`config.mk`:
```
export PLATFORM = sky130hd
export DESIGN_NAME = mem_stage_lsu
export DESIGN_NICKNAME = d
export VERILOG_FILES = /design/src/rtl/pipeline_pkg.sv /design/src/rtl/mem_stage_lsu_align.sv /design/src/rtl/mem_stage_lsu.sv
export SDC_FILE = /design/constraint.sdc
export NUM_CORES = 1
export LEC_CHECK = 0
export ABC_CLOCK_PERIOD_IN_PS = 2200
export BUFFER_PORTS_ARGS = -buffer_cell sky130_fd_sc_hd__buf_2
export CAP_MARGIN = 20
export CORE_AREA = 2 2 266 268
export DETAILED_ROUTE_END_ITERATION = 10
export DIE_AREA = 0 0 268 270
export PLACE_DENSITY = 0.32
export SETUP_SLACK_MARGIN = 0.1
export SLEW_MARGIN = 20
export SYNTH_ARGS = -nofsm -noshare
export SYNTH_HDL_FRONTEND = slang
export SYNTH_SLANG_ARGS = --single-unit
```
`constraint.sdc`:
```
create_clock -name clk -period 2.2 [get_ports clk]
set_input_delay 0.11 -clock clk [delete_from_list [all_inputs] [get_ports clk]]
set_output_delay 0.11 -clock clk [all_outputs]
set_load 0.01 [all_outputs]
```
`src/rtl/pipeline_pkg.sv`:
```
// pipeline_pkg: shared pipeline types for the memory stage.
//   - exmem_t / memwb_t : EX/MEM and MEM/WB register layouts. Datapath fields
//     are sized for the widest supported XLEN (64); a 32-bit build uses the
//     low half and keeps the upper half at zero.
//   - lsu_state_t       : load/store unit FSM states.
//   - funct3 encodings for loads and stores.
package pipeline_pkg;

    localparam int MAX_XLEN = 64;

    typedef enum logic [1:0] {
        IDLE = 2'd0,
        WAIT = 2'd1,
        DONE = 2'd2
    } lsu_state_t;

    // funct3[1:0] is the access size (byte/half/word/double),
    // funct3[2] selects zero-extension for loads.
    localparam logic [2:0] LB  = 3'b000;
    localparam logic [2:0] LH  = 3'b001;
    localparam logic [2:0] LW  = 3'b010;
    localparam logic [2:0] LD  = 3'b011;
    localparam logic [2:0] LBU = 3'b100;
    localparam logic [2:0] LHU = 3'b101;
    localparam logic [2:0] LWU = 3'b110;
    localparam logic [2:0] SB  = 3'b000;
    localparam logic [2:0] SH  = 3'b001;
    localparam logic [2:0] SW  = 3'b010;
    localparam logic [2:0] SD  = 3'b011;

    typedef struct packed {
        logic [MAX_XLEN-1:0] ALUResult;
        logic [MAX_XLEN-1:0] WriteData;
        logic [2:0]          funct3;
        logic                MemWrite;
        logic                RegWrite;
        logic [1:0]          ResultSrc;
        logic [4:0]          Rd;
        logic [MAX_XLEN-1:0] PCPlus4;
        logic [MAX_XLEN-1:0] ImmExt;
    } exmem_t;

    typedef struct packed {
        logic [MAX_XLEN-1:0] ALUResult;
        logic [MAX_XLEN-1:0] load_data;
        logic                RegWrite;
        logic [1:0]          ResultSrc;
        logic [4:0]          Rd;
        logic [MAX_XLEN-1:0] PCPlus4;
        logic [MAX_XLEN-1:0] ImmExt;
    } memwb_t;

endpackage

```
`src/rtl/mem_stage_lsu_align.sv`:
```
// lsu_align: purely combinational byte-lane logic for the memory stage.
//   funct3     : access size / extension select
//   offset     : low address bits (byte position inside the bus word)
//   is_store   : access is a store (byte enables only generated for stores)
//   wdata      : store data, right-aligned
//   rdata      : full aligned bus read word
//   misaligned : access not naturally aligned, or size illegal for XLEN
//   be         : byte enables for the bus
//   wdata_lane : store data shifted onto its byte lane
//   load_ext   : selected lane of rdata, sign/zero-extended to XLEN
module lsu_align
    import pipeline_pkg::*;
#(
    parameter int  XLEN   = 32,
    localparam int NBYTES = XLEN / 8,
    localparam int OFF_W  = $clog2(XLEN / 8)
) (
    input  logic [2:0]        funct3,
    input  logic [OFF_W-1:0]  offset,
    input  logic              is_store,
    input  logic [XLEN-1:0]   wdata,
    input  logic [XLEN-1:0]   rdata,
    output logic              misaligned,
    output logic [NBYTES-1:0] be,
    output logic [XLEN-1:0]   wdata_lane,
    output logic [XLEN-1:0]   load_ext
);

    logic [1:0]        size;
    logic              zext;
    logic [NBYTES-1:0] be_base;
    logic [XLEN-1:0]   rdata_shifted;

    always_comb begin
        size          = funct3[1:0];
        zext          = funct3[2];
        misaligned    = 1'b0;
        be_base       = '0;
        load_ext      = '0;
        rdata_shifted = rdata >> {offset, 3'b000};
        wdata_lane    = wdata << {offset, 3'b000};

        case (size)
            2'b00: begin
                be_base = NBYTES'(1);
                if (zext) load_ext = XLEN'(rdata_shifted[7:0]);
                else      load_ext = XLEN'($signed(rdata_shifted[7:0]));
            end
            2'b01: begin
                misaligned = offset[0];
                be_base    = NBYTES'(2'b11);
                if (zext) load_ext = XLEN'(rdata_shifted[15:0]);
                else      load_ext = XLEN'($signed(rdata_shifted[15:0]));
            end
            2'b10: begin
                misaligned = |offset[1:0];
                be_base    = NBYTES'(4'hF);
                if (zext) load_ext = XLEN'(rdata_shifted[31:0]);
                else      load_ext = XLEN'($signed(rdata_shifted[31:0]));
            end
            default: begin
                // Doubleword: only legal at XLEN=64 and never with the
                // zero-extend bit (there is no unsigned doubleword load).
                misaligned = (XLEN == 32) || zext || (|offset);
                be_base    = '1;
                load_ext   = rdata_shifted;
            end
        endcase

        be = is_store ? (be_base << offset) : '0;
    end

endmodule

```
`src/rtl/mem_stage_lsu.sv`:
```
// mem_stage_lsu: memory-access pipeline stage with a variable-latency
// valid/ready data-memory port.
//   clk, rst_n           : clock, asynchronous active-low reset
//   inputs               : EX/MEM register contents
//   valid_m, mem_read_m  : instruction valid / is a load
//   flush_m              : discard the instruction in M
//   outputs, wb_valid    : MEM/WB next state and retire strobe
//   stall_m              : freeze F/D/E/M
//   misaligned_m         : misaligned access (no bus request issued)
//   RdM, RegWriteM, ALUResultM : forwarding taps
//   req_* / rsp_*        : data-memory bus
//   state_dbg            : current FSM state
//
// Bus handshake: a request transfers on a cycle where req_valid & req_ready
// are both high; while req_valid & !req_ready the request fields hold
// because the stalled EX/MEM register holds. At most one request is
// outstanding; the response is the single cycle with rsp_valid high while
// in WAIT, and rsp_valid in any other state is ignored.
module mem_stage_lsu
    import pipeline_pkg::*;
#(
    parameter int  XLEN       = 32,
    parameter int  ADDR_WIDTH = 32,
    localparam int NBYTES     = XLEN / 8
) (
    input  logic                  clk,
    input  logic                  rst_n,
    input  exmem_t                inputs,
    input  logic                  valid_m,
    input  logic                  mem_read_m,
    input  logic                  flush_m,
    output memwb_t                outputs,
    output logic                  wb_valid,
    output logic                  stall_m,
    output logic                  misaligned_m,
    output logic [4:0]            RdM,
    output logic                  RegWriteM,
    output logic [XLEN-1:0]       ALUResultM,
    output logic                  req_valid,
    input  logic                  req_ready,
    output logic                  req_we,
    output logic [ADDR_WIDTH-1:0] req_addr,
    output logic [XLEN-1:0]       req_wdata,
    output logic [NBYTES-1:0]     req_be,
    input  logic                  rsp_valid,
    input  logic [XLEN-1:0]       rsp_rdata,
    output lsu_state_t            state_dbg
);

    localparam int OFF_W = $clog2(NBYTES);

    lsu_state_t      state_q, state_d;
    logic [XLEN-1:0] rdata_q, rdata_d;
    logic            flushed_q, flushed_d;
    logic            mem_access, mem_op, raw_misaligned;
    logic            req_valid_c, stall_c;
    logic [XLEN-1:0] load_ext, load_data_sel;
    logic            unused_wdata;

    lsu_align #(.XLEN(XLEN)) u_align (
        .funct3     (inputs.funct3),
        .offset     (inputs.ALUResult[OFF_W-1:0]),
        .is_store   (inputs.MemWrite),
        .wdata      (inputs.WriteData[XLEN-1:0]),
        .rdata      (rsp_rdata),
        .misaligned (raw_misaligned),
        .be         (req_be),
        .wdata_lane (req_wdata),
        .load_ext   (load_ext)
    );

    // Only memory instructions can be misaligned; an ALU op whose result
    // happens to be odd must not be flagged.
    assign mem_access   = valid_m & (mem_read_m | inputs.MemWrite);
    assign mem_op       = mem_access & ~raw_misaligned;
    assign misaligned_m = rst_n & mem_access & raw_misaligned;

    assign req_we       = inputs.MemWrite;
    assign req_addr     = {inputs.ALUResult[ADDR_WIDTH-1:OFF_W], {OFF_W{1'b0}}};
    assign unused_wdata = ^inputs.WriteData;

    always_comb begin
        state_d       = state_q;
        rdata_d       = rdata_q;
        flushed_d     = flushed_q;
        req_valid_c   = 1'b0;
        stall_c       = 1'b0;
        load_data_sel = '0;
        case (state_q)
            IDLE: begin
                // A flush before the handshake withdraws the request.
                req_valid_c = mem_op & ~flush_m;
                stall_c     = mem_op & ~flush_m;
                flushed_d   = 1'b0;
                if (req_valid_c && req_ready) state_d = WAIT;
            end
            WAIT: begin
                stall_c = 1'b1;
                // Remember a flush seen while waiting so DONE does not retire.
                if (flush_m) flushed_d = 1'b1;
                if (rsp_valid) begin
                    rdata_d = inputs.MemWrite ? '0 : load_ext;
                    state_d = DONE;
                end
            end
            DONE: begin
                load_data_sel = rdata_q;
                flushed_d     = 1'b0;
                state_d       = IDLE;
            end
            default: state_d = IDLE;
        endcase
    end

    always_ff @(posedge clk or negedge rst_n) begin
        if (!rst_n) begin
            state_q   <= IDLE;
            rdata_q   <= '0;
            flushed_q <= 1'b0;
        end else begin
            state_q   <= state_d;
            rdata_q   <= rdata_d;
            flushed_q <= flushed_d;
        end
    end

    assign req_valid = rst_n & req_valid_c;
    assign stall_m   = rst_n & stall_c;
    assign wb_valid  = rst_n & valid_m & ~stall_m & ~flush_m & ~flushed_q;

    always_comb begin
        outputs           = '0;
        outputs.ALUResult = inputs.ALUResult;
        outputs.load_data = MAX_XLEN'(load_data_sel);
        outputs.RegWrite  = inputs.RegWrite & wb_valid & ~misaligned_m;
        outputs.ResultSrc = inputs.ResultSrc;
        outputs.Rd        = inputs.Rd;
        outputs.PCPlus4   = inputs.PCPlus4;
        outputs.ImmExt    = inputs.ImmExt;
    end

    assign RdM        = inputs.Rd;
    assign RegWriteM  = inputs.RegWrite;
    assign ALUResultM = inputs.ALUResult[XLEN-1:0];
    assign state_dbg  = state_q;

endmodule

```
# Word level (Yosys, flattened, before mapping)
# Cells that the tools add are included.
[classes]
shift = 3
n_mux = 15
n_reduce_logical = 9
eq_ne = 7
n_bitwise = 19
[op_table]
columns = ["op", "n"]
rows = [
  ["$mux 32", 4],
  ["$pmux 32 s2", 1],
  ["$shl 32x5->32", 1],
  ["$shr 32x5->32", 1],
  ["$and 1x1->1", 13],
  ["$pmux 4 s2", 1],
  ["$ne 2x2->1 const B", 3],
  ["$reduce_and 2->1", 3],
  ["$not 1->1", 5],
  ["$eq 2x1->1 const B", 2],
  ["$eq 2x2->1 const B", 2],
  ["$logic_not 2->1", 2],
  ["$mux 2", 2],
  ["$mux 4", 1],
  ["$pmux 1 s2", 2],
  ["$pmux 2 s2", 1],
  ["$reduce_or 2->1", 2],
  ["$shl 4x2->4", 1],
  ["$pmux 1 s3", 1],
  ["$mux 1", 2],
  ["$reduce_bool 2->1", 1],
  ["$logic_and 1x1->1", 1],
  ["$or 1x1->1", 1],
]
[word_totals]
ff_bits = 35
out_inout_bits = 377
word_cells = 56

# Logic depth before layout (Yosys ltp)
[logic_depth]
word_depth = 13
depth_mapped = 7
ltp_nobuf = 4

# Cells and area by module
# A second synthesis with hierarchy kept.
[unflattened]
cells_unflattened = 707
area_unflattened_um2 = 5536.6
[modules_own_cells]
columns = ["mod", "area_per_inst_um2", "cells_each", "seq_area_each_um2", "instances"]
rows = [
  ["mem_stage_lsu", 4139.0, 500, 875.8, 1],
  ["lsu_align", 1397.6, 207, 0.0, 1],
]

# Worst setup path after synthesis
# OpenSTA, ideal clock, no wires.
[synth_path]
kind = "register -> output"
from = "reg state_q[0], in the netlist state_dbg[0]"
to = "out outputs[135] (netlist name)"
t_arrival_ps = 1561
path_stages_with_launch = 6
setup_slack_ps = 529
cell_sequence = "dfrtp_1 -> clkbuf_2 -> nor4b_1 -> o21ai_0 -> nor3b_1 -> nor4bb_1"
[synth_lines]
columns = ["element", "line_no", "source"]
rows = [
  ["from (decl)", "mem_stage_lsu.sv:52", "lsu_state_t state_q, state_d;"],
  ["from (signal assigned)", "mem_stage_lsu.sv:121", "state_q <= state_d;"],
  ["to (decl)", "mem_stage_lsu.sv:32", "output memwb_t outputs,"],
]

==> run_results.csv <==
group,metric,value,unit
routing,post_detailed_routing_wire_length,32600,µm
cells_and_area,drive_above_1_share,0.414,
run_status,failed_checks,"negative hold slack",
sta,max_freq,518,MHz
cells_and_area,finish.utilization,0.0728,
die,fp.dieW,268,µm
power_and_ir_drop,leakagePower,2.17,nW
yosys,post_synth_xor_area_fraction,0,
clock_network,cts_buffers,5,
yosys,postSynthRegisterBits,35,
setup_path,crit_buf_inv,1,
sta,fin_hold_ws,-0.0325,ns
die,floorplan.rows,97,
yosys,post_synthesis_compound_gate_area_fraction,0.124,
grt,grt_pass1_vias,3678,
routing,via_per_inst,2.55,
setup_path,kind_of_critical_path,"register to output port",
grt,gr-total-overflow,0,
sta,max_slew.worst_pin.slew,0.728,ns
routing,detail_route.drc_violations,0,
die,pin_count,684,
setup_path,end_kind,"output port",
placement,numPortBuffers,158,
run,max_cap_violations,0,
cells_and_area,fillers,8196,
run_status,status,"finished with violations",
clock_network,insertion_delay,0.29,ns
cells_and_area,design.final.nets,809,
sta,layout_worst_path_cycle_share,0.878,
yosys,largest_family_of_logic_cells_by_synthesized_area,"buffers and inverters",
routing,detail_route.first_pass.iterations,4,
routing,via_count,3681,
setup_path,crit_chain,"nor2b_1, a2111oi_2, nor4bb_2, buf_2",
sta,period_needed,1.93,ns
die,die_y,270,µm
setup_path,critical_path.top_delay_family,"flip-flops",
grt,grt_util_all_layers,0.0858,
grt,largest_net_degree_at_the_start_of_global_routing,37,
sta,setup_total_negative_slack,0,ns
hold_path,worst_hold_path_type,"input port to async pin",
placement,hpwlAfterDp,29000,µm
setup_path,worst_path_max_delay_cell,"sky130_fd_sc_hd__dfrtp_1",
clock_network,cts-htree-levels,2,
sta,rsz_0062_raised_after_global_routing,"no",
grt,wire_length_of_the_first_global_routing_pass,40600,µm
yosys,adder_cell_area_share_of_the_yosys_netlist,0,
yosys,synth_top_area_cell,"sky130_fd_sc_hd__buf_4",
yosys,synth.top_cells.by_area,"sky130_fd_sc_hd__buf_4 (45%), sky130_fd_sc_hd__dfrtp_1 (17%), sky130_fd_sc_hd__mux2i_1 (6.4%)",
clock_network,clk_tree_root_cell,"sky130_fd_sc_hd__clkbuf_16",
sta,hold_violations_final,28,
grt,antenna_found_initial,13,
yosys,yosysTopAreaCellShare,0.453,
clock_network,postcts_setup_bufs,0,
die,floorplan.initialDensity,0.0725,
setup_path,timing.critical_path.required,2.09,ns
power_and_ir_drop,vdd_drop_max,0.000253,V
yosys,post_synth_mux_area_share,0.0904,
clock_network,cts_tree,"built",
clock_network,clk_pin_slew,0.06,ns
power_and_ir_drop,power-per-cell-area,463,nW/µm²
clock_network,clock_tree_buffer_depth,2,
yosys,synthesis.area_per_instance,8.16,µm²
placement,place_congestion,0.725,
yosys,post_synth_instance_area,5040,µm²
die,core-area,69500,µm²
setup_path,arrival,1.82,ns
sta,max_slew_margin,0.513,
routing,first_iter_violations,169,
die,design.die.area,72400,µm²
clock_network,cts.sinks,35,
yosys,synth.yosys.warnings,0,
routing,routedWlPerCell,22.6,µm
sta,post-route-worst-setup-slack,0.268,ns
yosys,post_synth_num_cell_types,39,
yosys,postSynthCellCount,618,
yosys,yosys.area_share.simple,0.132,
setup_path,worstPathMaxFanout,8,
sta,setup_viol_count_final,0,
placement,post-place-ws,0.341,ns
cells_and_area,area_delta_synth_final,0.447,%
routing,antenna_left,0,
sta,skew,0.00457,ns
yosys,synth-seq-area-share,0.174,
sta,finalMaxSlewViolations,0,
setup_path,worstSetupStartpointType,"register",
setup_path,slowest_stage_delay_on_critical_path,0.48,ns
setup_path,ff2ff_setup_slack,0.34,ns
[state kept, by name, indices dropped and copies added (netlist names)]
register,flops
flushed_q,1
rdata_q,32
state_dbg,2
[worst paths after layout]
| check | from | to | depth (start not counted) |
|---|---|---|---|
| worst max-delay path | state_dbg[1] | outputs[135] | 4 |
| worst min-delay path | rst_n | state_dbg[1] | 2 |
| worst max register to register | state_dbg[0] | rdata_q[23] | 4 |
| worst min register to register | rdata_q[9] | rdata_q[9] | 2 |
| max in group asynchronous | rst_n | rdata_q[19] | 2 |
| min in group clk | req_ready | state_dbg[0] | 2 |
[what timing repair did]
item	4_1_cts	5_1_grt
pin swaps	0	0
setup endpoints to repair	1	2
hold buffers	0	0
gates resized for setup	1	3
endpoints found under the hold margin	0	0
[layout make-up]
class	count	area (µm²)	area share
antenna	1	2.50	0.000494
clock buffer	5	125	0.0247
inverter	2	7.51	0.00148
sequential	35	876	0.173
multi-input combinational	284	1900	0.374
timing repair buffer	174	936	0.185
tap	940	1180	0.232
clock inverter	3	43.8	0.00865
[layer usage]
metal / part of all wire / track usage / up-vias / wire [µm]
li1: - / - / 1488 / -
met1: 0.32 / 0.0803 / 1657 / 10500
met2: 0.48 / 0.148 / 449 / 15600
met3: 0.17 / 0.0615 / 79 / 5530
met4: 0.030 / 0.0253 / 8 / 978
met5: 0.0014 / 0 / - / 46
[cell families (layout without fill, tap and decap cells)]
logic type / count (synthesis) / in the layout
buffers and inverters: 332 / 184
muxes: 42 / 42
DFF: 35 / 35
and+or+nand+nor: 117 / 117
other: 1 / 35
AOI/OAI and AO/OA: 91 / 91
[cell usage after synthesis, drive strengths merged]
library cell,number
a211oi,9
a22o,8
nand2,27
nor3b,4
o2111a,1
a221o,16
o21a,4
and4bb,1
and2,41
conb,1
a21o,1
nand3b,9
clkbuf,17
or2,2
mux4,2
mux2i,32
nor4b,1
dfrtp,35
a311oi,1
nor2,16
nand2b,1
o21ai,32
nor2b,12
buf,313
a21oi,17
nor3,2
mux2,8
o211ai,1
inv,2
nor4bb,1
a2111oi,1
[through the flow]
step	hold slack (ns)	cell area [µm²]	power, mW	instances
after floorplan	-0.186	5160	1.71	651
after detailed placement	0.220	4870	1.53	1435
final	-0.0325	5060	2.34	1444
after CTS	0.0165	5040	2.40	1443
after global routing	0.0447	5060	2.49	1443
after global placement	0.220	4870	1.52	1435
[where the power goes]
group	switching (mW)	leakage (nW)	internal (mW)
Clock	0.307	0.0838	0.535
Combinational	0.405	1.61	0.287
Sequential	0.0563	0.474	0.752
[worst reg2reg max path: stages, from the launching register on]
cell and delay (ns):
sky130_fd_sc_hd__dfrtp_1 0.53, sky130_fd_sc_hd__and4bb_2 0.33, sky130_fd_sc_hd__nand2_1 0.10, sky130_fd_sc_hd__nor2_1 0.57, sky130_fd_sc_hd__a221o_1 0.27
[placed cells by master (no fill, tap or decap), drive strengths merged, types with 4 or more instances in the layout]
cell type / count
buf: 174
and2: 41
dfrtp: 35
conb: 34
mux2i: 32
o21ai: 32
nand2: 27
a21oi: 17
nor2: 16
a221o: 16
nor2b: 12
a211oi: 9
nand3b: 9
a22o: 8
mux2: 8
clkbuf: 5
o21a: 4
nor3b: 4
(Power assumes the default switching activity.)
